File: config.mk
export PLATFORM = sky130hd
export DESIGN_NAME = poly_sweep_seq
export DESIGN_NICKNAME = d
export VERILOG_FILES = /design/src/rtl/poly_sweep_seq_pkg.sv /design/src/rtl/sweep_wait_cnt.sv /design/src/rtl/poly_sweep_seq.sv
export SDC_FILE = /design/constraint.sdc
export NUM_CORES = 1
export LEC_CHECK = 0
export CORE_ASPECT_RATIO = 0.75
export CORE_MARGIN = 1.5
export CORE_UTILIZATION = 50
export CTS_BUF_LIST = sky130_fd_sc_hd__clkbuf_8
export CTS_CLUSTER_DIAMETER = 80
export DETAILED_ROUTE_END_ITERATION = 16
export HOLD_SLACK_MARGIN = 0.12
export PLACE_DENSITY = 0.85
export SYNTH_ARGS = -nofsm -noshare
export SYNTH_HDL_FRONTEND = slang
export SYNTH_HIERARCHICAL = 1
export SYNTH_SLANG_ARGS = --single-unit
File: constraint.sdc
create_clock -name clk -period 4.8 [get_ports clk]
set_input_delay 1.2 -clock clk [delete_from_list [all_inputs] [get_ports clk]]
set_output_delay 1.2 -clock clk [all_outputs]
set_load 0.01 [all_outputs]
File: src/rtl/poly_sweep_seq_pkg.sv
// Shared types and default sizing for the polynomial sweep sequencer.
package poly_sweep_seq_pkg;

  localparam int WIDTH_DEF   = 16;
  localparam int CNT_W_DEF   = 8;
  localparam int LATENCY_DEF = 8;

  typedef enum logic [2:0] {
    S_IDLE,
    S_LOAD,
    S_LAUNCH,
    S_WAIT,
    S_CAPTURE,
    S_FIN
  } state_t;

endpackage

File: src/rtl/sweep_wait_cnt.sv
// Loadable down-counter with terminal-count (zero) flag; times the evaluator latency.
module sweep_wait_cnt #(
  parameter int W = 4
) (
  input  logic         clk,
  input  logic         rst,
  input  logic         load,
  input  logic         dec,
  input  logic [W-1:0] load_val,
  output logic         zero
);

  logic [W-1:0] cnt;

  always_ff @(posedge clk) begin
    if (rst) begin
      cnt <= '0;
    end else if (load) begin
      cnt <= load_val;
    end else if (dec && (cnt != '0)) begin
      cnt <= cnt - 1'b1;
    end
  end

  assign zero = (cnt == '0);

endmodule

File: src/rtl/poly_sweep_seq.sv
// Batch sequencer: sweeps x over an arithmetic range through the start-only
// evaluator, streams each indexed result and tracks the running unsigned max.
//
// state     | meaning
// ----------+-----------------------------------------------------------
// S_IDLE    | waiting for start; last results and max_out hold
// S_LOAD    | dp_rst pulse to evaluator, x already stable
// S_LAUNCH  | inicio pulse, wait counter loaded with LATENCY-2
// S_WAIT    | LATENCY-1 cycles until resultado is valid
// S_CAPTURE | resultado sampled; advance x/index or finish
// S_FIN     | done pulse, back to idle
module poly_sweep_seq
  import poly_sweep_seq_pkg::*;
#(
  parameter int WIDTH   = WIDTH_DEF,
  parameter int CNT_W   = CNT_W_DEF,
  parameter int LATENCY = LATENCY_DEF
) (
  input  logic             clk,
  input  logic             rst,
  input  logic             start,
  input  logic [WIDTH-1:0] x_first,
  input  logic [WIDTH-1:0] x_step,
  input  logic [CNT_W-1:0] count,
  output logic             dp_rst,
  output logic             inicio,
  output logic [WIDTH-1:0] x,
  input  logic [WIDTH-1:0] resultado,
  output logic             res_valid,
  output logic [WIDTH-1:0] res_data,
  output logic [CNT_W-1:0] res_index,
  output logic [WIDTH-1:0] max_out,
  output logic             busy,
  output logic             done
);

  localparam int WC_W = $clog2(LATENCY + 1);

  state_t           state, state_nxt;
  logic [WIDTH-1:0] step_r;
  logic [CNT_W-1:0] count_r;
  logic [CNT_W-1:0] index;
  logic             wait_zero;
  logic             last_point;
  logic             accept;

  logic dp_rst_nxt, inicio_nxt, busy_nxt, done_nxt, res_valid_nxt;

  assign accept     = (state == S_IDLE) && start;
  assign last_point = (index == (count_r - 1'b1));

  sweep_wait_cnt #(
    .W(WC_W)
  ) u_wait_cnt (
    .clk     (clk),
    .rst     (rst),
    .load    (state == S_LAUNCH),
    .dec     (state == S_WAIT),
    .load_val(WC_W'(LATENCY - 2)),
    .zero    (wait_zero)
  );

  always_ff @(posedge clk) begin
    if (rst) begin
      state <= S_IDLE;
    end else begin
      state <= state_nxt;
    end
  end

  always_comb begin
    state_nxt = state;
    case (state)
      S_IDLE:    if (start) state_nxt = (count != '0) ? S_LOAD : S_FIN;
      S_LOAD:    state_nxt = S_LAUNCH;
      S_LAUNCH:  state_nxt = S_WAIT;
      S_WAIT:    if (wait_zero) state_nxt = S_CAPTURE;
      S_CAPTURE: state_nxt = last_point ? S_FIN : S_LOAD;
      S_FIN:     state_nxt = S_IDLE;
      default:   state_nxt = S_IDLE;
    endcase
  end

  // Strobes are decoded from the upcoming state and registered so they are glitch-free.
  always_comb begin
    dp_rst_nxt    = (state_nxt == S_LOAD);
    inicio_nxt    = (state_nxt == S_LAUNCH);
    busy_nxt      = (state_nxt != S_IDLE);
    done_nxt      = (state_nxt == S_FIN);
    res_valid_nxt = (state == S_CAPTURE);
  end

  always_ff @(posedge clk) begin
    if (rst) begin
      dp_rst    <= 1'b0;
      inicio    <= 1'b0;
      busy      <= 1'b0;
      done      <= 1'b0;
      res_valid <= 1'b0;
    end else begin
      dp_rst    <= dp_rst_nxt;
      inicio    <= inicio_nxt;
      busy      <= busy_nxt;
      done      <= done_nxt;
      res_valid <= res_valid_nxt;
    end
  end

  always_ff @(posedge clk) begin
    if (rst) begin
      x         <= '0;
      step_r    <= '0;
      count_r   <= '0;
      index     <= '0;
      res_data  <= '0;
      res_index <= '0;
      max_out   <= '0;
    end else begin
      if (accept) begin
        max_out <= '0;
        if (count != '0) begin
          x       <= x_first;
          step_r  <= x_step;
          count_r <= count;
          index   <= '0;
        end
      end
      if (state == S_CAPTURE) begin
        res_data  <= resultado;
        res_index <= index;
        if (resultado > max_out) max_out <= resultado;
        // x only moves on the CAPTURE->LOAD edge; the sum wraps modulo 2^WIDTH.
        if (!last_point) begin
          index <= index + 1'b1;
          x     <= x + step_r;
        end
      end
    end
  end

endmodule
# Yosys cells after proc, flatten, opt, wreduce, memory -nomap -nowiden
# Index checks and enable logic that the tools add are counted.
op_classes:
  addsub: 4
  n_lt_le_gt_ge: 1
  eq_ne: 8
  n_mux: 18
  n_reduce_logical: 10
ops:
  columns: ["cell", "n"]
  rows:
  - ["16-bit two-way mux", 7]
  - ["8-bit two-way mux", 4]
  - ["3-bit two-way mux", 6]
  - ["16-bit adder", 1]
  - ["16-bit greater-than comparator", 1]
  - ["3-bit case mux with 5 select lines", 1]
  - ["3-bit by 2-bit equality test with 1-bit output, second input constant", 3]
  - ["8-bit by 1-bit adder with 8-bit output, second input constant", 1]
  - ["8-bit equality test", 1]
  - ["8-bit nonzero test", 1]
  - ["8-bit by 1-bit subtractor with 8-bit output, second input constant", 1]
  - ["3-bit by 1-bit equality test with 1-bit output, second input constant", 2]
  - ["3-bit equality test, second input constant", 2]
  - ["4-bit logical NOT", 1]
  - ["4-bit nonzero test", 1]
  - ["4-bit by 1-bit subtractor with 4-bit output, second input constant", 1]
  - ["3-bit logical NOT", 1]
  - ["3-bit nonzero test", 1]
  - ["1-bit logical AND", 2]
  - ["2-bit AND reduction", 1]
  - ["2-bit nonzero test", 1]
  - ["2-bit OR reduction", 1]
word_totals:
  ff_bits: 100
  input_bits: 59
  output_inout_bits: 61
  wordCells: 56

# Longest topological paths before layout
logic_depth:
  ltp_word: 5
  ltp_mapped: 10
  ltp_nobuf: 9

# Hierarchy
# The synthesis kept the hierarchy.
modules_own_cells:
  columns: ["mod", "instances", "cells_per_inst", "area_each_um2", "seq_area_each_um2"]
  rows:
  - ["poly_sweep_seq", 1, 679, 5403.9, 1921.8]
  - ["sweep_wait_cnt", 1, 29, 262.8, 80.1]

# Worst setup path before layout
# Ideal clock, no wire load.
synth_timing:
  path_kind: "input to register"
  from: "input resultado[1]"
  to: "register max_out[10]"
  setup_ns: 0.072
  t_arrival_ns: 2.996
  required_ns: 4.728
  path_slack_ns: 1.733
  stages: 8
  path_buffers: 1
  cell_sequence: "ha_1 -> nor2b_1 -> o211ai_1 -> a21oi_1 -> o21ai_0 -> a221oi_2 -> buf_2 -> mux2i_1"
synth_between:
  elab_chain_len: 3
synth_lines:
  columns: ["item", "line_no", "source"]
  rows:
  - ["start, declared", "poly_sweep_seq.sv:28", "input logic [WIDTH-1:0] resultado,"]
  - ["16-bit greater-than comparator", "poly_sweep_seq.sv:131", "if (resultado > max_out) max_out <= resultado;"]
  - ["16-bit two-way mux", "poly_sweep_seq.sv:131", null]
  - ["16-bit two-way mux", "poly_sweep_seq.sv:128", "if (state == S_CAPTURE) begin"]
  - ["end signal, assigned", "poly_sweep_seq.sv:131", null]
  - ["end, declared", "poly_sweep_seq.sv:32", "output logic [WIDTH-1:0] max_out,"]
# No other way between the ends.
# A chain may end at the register's enable or synchronous reset.

# Worst setup path after layout
layout_timing:
  from: "input start"
  to: "register x[13]"
layout_between:
  elab_chain_len: 4
layout_lines:
  columns: ["item", "line_no", "source"]
  rows:
  - ["start, declared", "poly_sweep_seq.sv:21", "input logic start,"]
  - ["1-bit logical AND (*)", "poly_sweep_seq.sv:49", "assign accept = (state == S_IDLE) && start;"]
  - ["16-bit two-way mux (*)", "poly_sweep_seq.sv:119", "if (accept) begin"]
  - ["16-bit two-way mux", "poly_sweep_seq.sv:133", "if (!last_point) begin"]
  - ["16-bit two-way mux (*)", "poly_sweep_seq.sv:128", null]
  - ["end signal, assigned", "poly_sweep_seq.sv:122", "x <= x_first;"]
  - ["end signal, assigned", "poly_sweep_seq.sv:135", "x <= x + step_r;"]
  - ["end, declared", "poly_sweep_seq.sv:27", "output logic [WIDTH-1:0] x,"]
# Every way passes the cells marked *; elsewhere a longest branch is shown, timed or not.

==> results.py <==
metrics = {
    "outcome": {
        "outcome": "finished, violations left",
        "violations": "DRC",
    },
    "global_routing": {
        "grt_util_all_layers_pct": 26.6,
        "grt_first_pass_wirelength_um": 25800,
        "number_of_antenna_violations_at_the_first_check_in_global_routing": 0,
        "grt_max_degree": 54,
        "grt_pass1_vias": 5370,
        "grt_overflow_total": 0,
    },
    "synth": {
        "post_synth_instance_area_um2": 5670,
        "synth_edf_count": 0,
        "postSynthRegisterBits": 100,
        "synth-main-ff-cell": "dfxtp_1",
        "postSynth.asyncResetShare_pct": 0,
        "synthesis.yosys.warnings": 6,
        "netlist_instances": 708,
        "ys_types": 69,
        "seq_area_frac_synth_pct": 35.3,
        "postSynthAreaPerCell_um2": 8.00,
    },
    "finish": {
        "finish.cell_count_without_fillers": 952,
        "postLayoutCoreUtil_pct": 65.2,
        "leading_cell_type_in_the_layout_fill_and_taps_excluded": "nand2_1",
        "layout-drive-gt1-share_pct": 5.79,
        "finalNetCount": 901,
        "antennaDiodeCount": 0,
        "final_cell_mix": "nand2_1, clkdlybuf4s50_1, dfxtp_1, a21oi_1, ha_1",
        "finish.instance_area_um2": 7160,
        "nFillCells": 881,
        "syn_to_final_growth_pct": 26.4,
    },
    "placement": {
        "place.port_buffers": 119,
        "place.gp.congestion": 0.910,
        "place_ws_ps": 805,
        "detailed_place.area_um2": 6910,
        "dp_cells": 936,
        "hpwl_um": 11500,
    },
    "floorplan": {
        "initial_core_util_pct": 51.6,
        "design.die.area_um2": 12000,
        "fp.coreArea_um2": 11000,
        "design.portCount": 120,
        "row_count": 33,
        "chipHeight_um": 95.2,
        "die-width_um": 126,
    },
    "power": {
        "share_clk_of_total_power_pct": 32.1,
        "total_switching_power_mw": 0.634,
        "p_per_area_nw_per_um2": 289,
        "vdd_drop_max_v": 0.000229,
        "sw_frac_of_total_pct": 30.6,
        "power.leakage_nw": 2.63,
        "p_int_mw": 1.44,
        "share_comb_of_total_power_pct": 23.4,
        "power_share_of_the_sequential_group_pct": 44.5,
        "post-layout-total-power_mw": 2.07,
    },
    "clock_tree": {
        "clk_latency_ps": 390,
        "cts.hold.buffers_added": 0,
        "tritoncts": "built",
        "clock_sink_count": 100,
        "cts.repair.resized": 0,
        "cts_root_buffer": "clkbuf_8",
        "h-tree-depth": 3,
        "path_clk_slew_ps": 90,
        "clk_path_buf_depth": 2,
        "post-cts-setup-buffers": 0,
        "numCtsBuffers": 9,
    },
    "timing": {
        "grt_setup_unrepaired": "false",
        "min_period_ps": 3640,
        "slew_of_the_pin_with_the_lowest_slew_margin_ps": 755,
        "worst_slew_margin_rel_pct": 49.6,
        "setup_tns_ps": 0,
        "finalCritPeriodShare_pct": 75.9,
        "holdWs_ps": 459,
        "worst_clock_skew_ps": 16.0,
        "finalSetupViolCount": 0,
        "fmaxAchievable_mhz": 275,
        "slew_violations": 0,
        "layout_setup_ws_ps": 1160,
        "hold_viol_final": 0,
    },
    "detailed_routing": {
        "dr.pass1.iters": 14,
        "drt-wirelength-per-cell_um": 16.8,
        "vias_per_cell": 6.02,
        "detail_route.iter0.violations": 546,
        "detailroute.via_count": 5733,
        "route.detailed.drc": 4,
        "antenna_left": 0,
        "route.final.wire_length_um": 16000,
    },
    "worst_setup_path": {
        "crit_required_ps": 5070,
        "critPathArrivalTime_ps": 3910,
        "crit_path_end_kind": "flop",
        "cp_max_fo": 28,
        "crit_path_cell_chain": "clkdlybuf4s50_1 > or4b_2 > a21o_1 > buf_4 > nand2_1 > a21oi_1 > mux2_1",
        "reg2reg_slack_ps": 1770,
        "crit_slowest_cell": "or4b_2",
        "slowest_delay_ps": 870,
        "worst_setup_path_start_kind": "input port",
        "setup.worst_path.class": "in2reg",
        "critPathBufInv": 2,
        "cell_type_group_with_the_largest_total_delay_on_the_critical_path": "simple AND/OR/NAND/NOR gates",
    },
    "run": {
        "maxCapViolations": 0,
    },
    "min_path": {
        "hold_path.class": "reg2reg",
    },
}
==> power groups by stage <==
stage | combinational, mW | clock (mW) | sequential, mW
after floorplan | 0.306 | 0 | 0.934
after global placement | 0.456 | 0 | 0.934
after detailed placement | 0.476 | 0 | 0.938
after CTS | 0.480 | 0.668 | 0.919
after global routing | 0.531 | 0.701 | 0.927
final | 0.485 | 0.665 | 0.921
==> state kept, by name, indices dropped and copies added (netlist names), 3 cells and up <==
register / cells
count_r: 8
state: 3
max_out: 16
res_data: 16
res_index: 8
u_wait_cnt/cnt: 4
index: 8
step_r: 16
x: 16
==> synthesized netlist by cell type (7+ instances only) <==
library cell / n / share of area [%]
nor2_1: 28 / 1.9
nor3_1: 14 / 1.2
nand3_1: 22 / 1.9
and3_1: 8 / 0.88
mux2_2: 7 / 1.4
mux2i_1: 26 / 4.6
a21o_1: 9 / 1.2
xnor2_1: 7 / 1.1
a211oi_1: 18 / 2.4
o21ai_0: 16 / 1.4
ha_1: 34 / 7.5
buf_2: 8 / 0.71
o21a_1: 7 / 0.93
nor4_1: 7 / 0.77
dfxtp_1: 100 / 35
inv_1: 28 / 1.9
a21oi_1: 79 / 7.0
nand4_1: 8 / 0.88
clkbuf_1: 26 / 1.7
nand2_1: 154 / 10
==> final cells by class <==
type                            instances  area (µm²)  area share [%]
Inverter                               29         109            1.52
Clock inverter                          7         124            1.73
Timing Repair Buffer                  129        1260            17.6
Multi-Input combinational cell        538        3370            47.0
Clock buffer                            9         124            1.73
Tap cell                              140         175            2.45
Sequential cell                       100        2000            28.0
==> worst min-delay path: cells and delay by family (launching register included) <==
kind               cells  cell delay, ps
DFF                    1             320
and+or+nand+nor        1              50
AOI/OAI and AO/OA      1              50
==> routing by layer <==
metal | track usage, % | wire (µm) | up-vias
li1 | - | - | 2714
met1 | 35.7 | 7240 | 2737
met2 | 42.8 | 7300 | 237
met3 | 5.67 | 1110 | 45
met4 | 8.91 | 376 | 0
met5 | 0 | 0 | -
==> logic make-up (layout without fill, tap and decap cells) <==
logic type / after synthesis / count (layout) / synth area share [%]
muxes: 34 / 34 / 6.18
DFF: 100 / 100 / 35.3
xor gates and xnor gates: 13 / 13 / 2.01
adders and majority gates: 35 / 35 / 7.86
AOI/OAI and AO/OA: 180 / 180 / 20.9
buffers and inverters: 72 / 174 / 5.48
and+or+nand+nor: 272 / 272 / 22.1
other: 2 / 4 / 0.133
==> path summary, 6_finish.rpt <==
check / to / start / cells after the start
setup / recovery: x[13] / start / 7
hold / removal: res_data[0] / res_data[0] / 2
setup reg to reg: x[11] / count_r[0] / 8
hold reg to reg: res_data[0] / res_data[0] / 2
No activity file was read; power rests on OpenSTA's default activity.
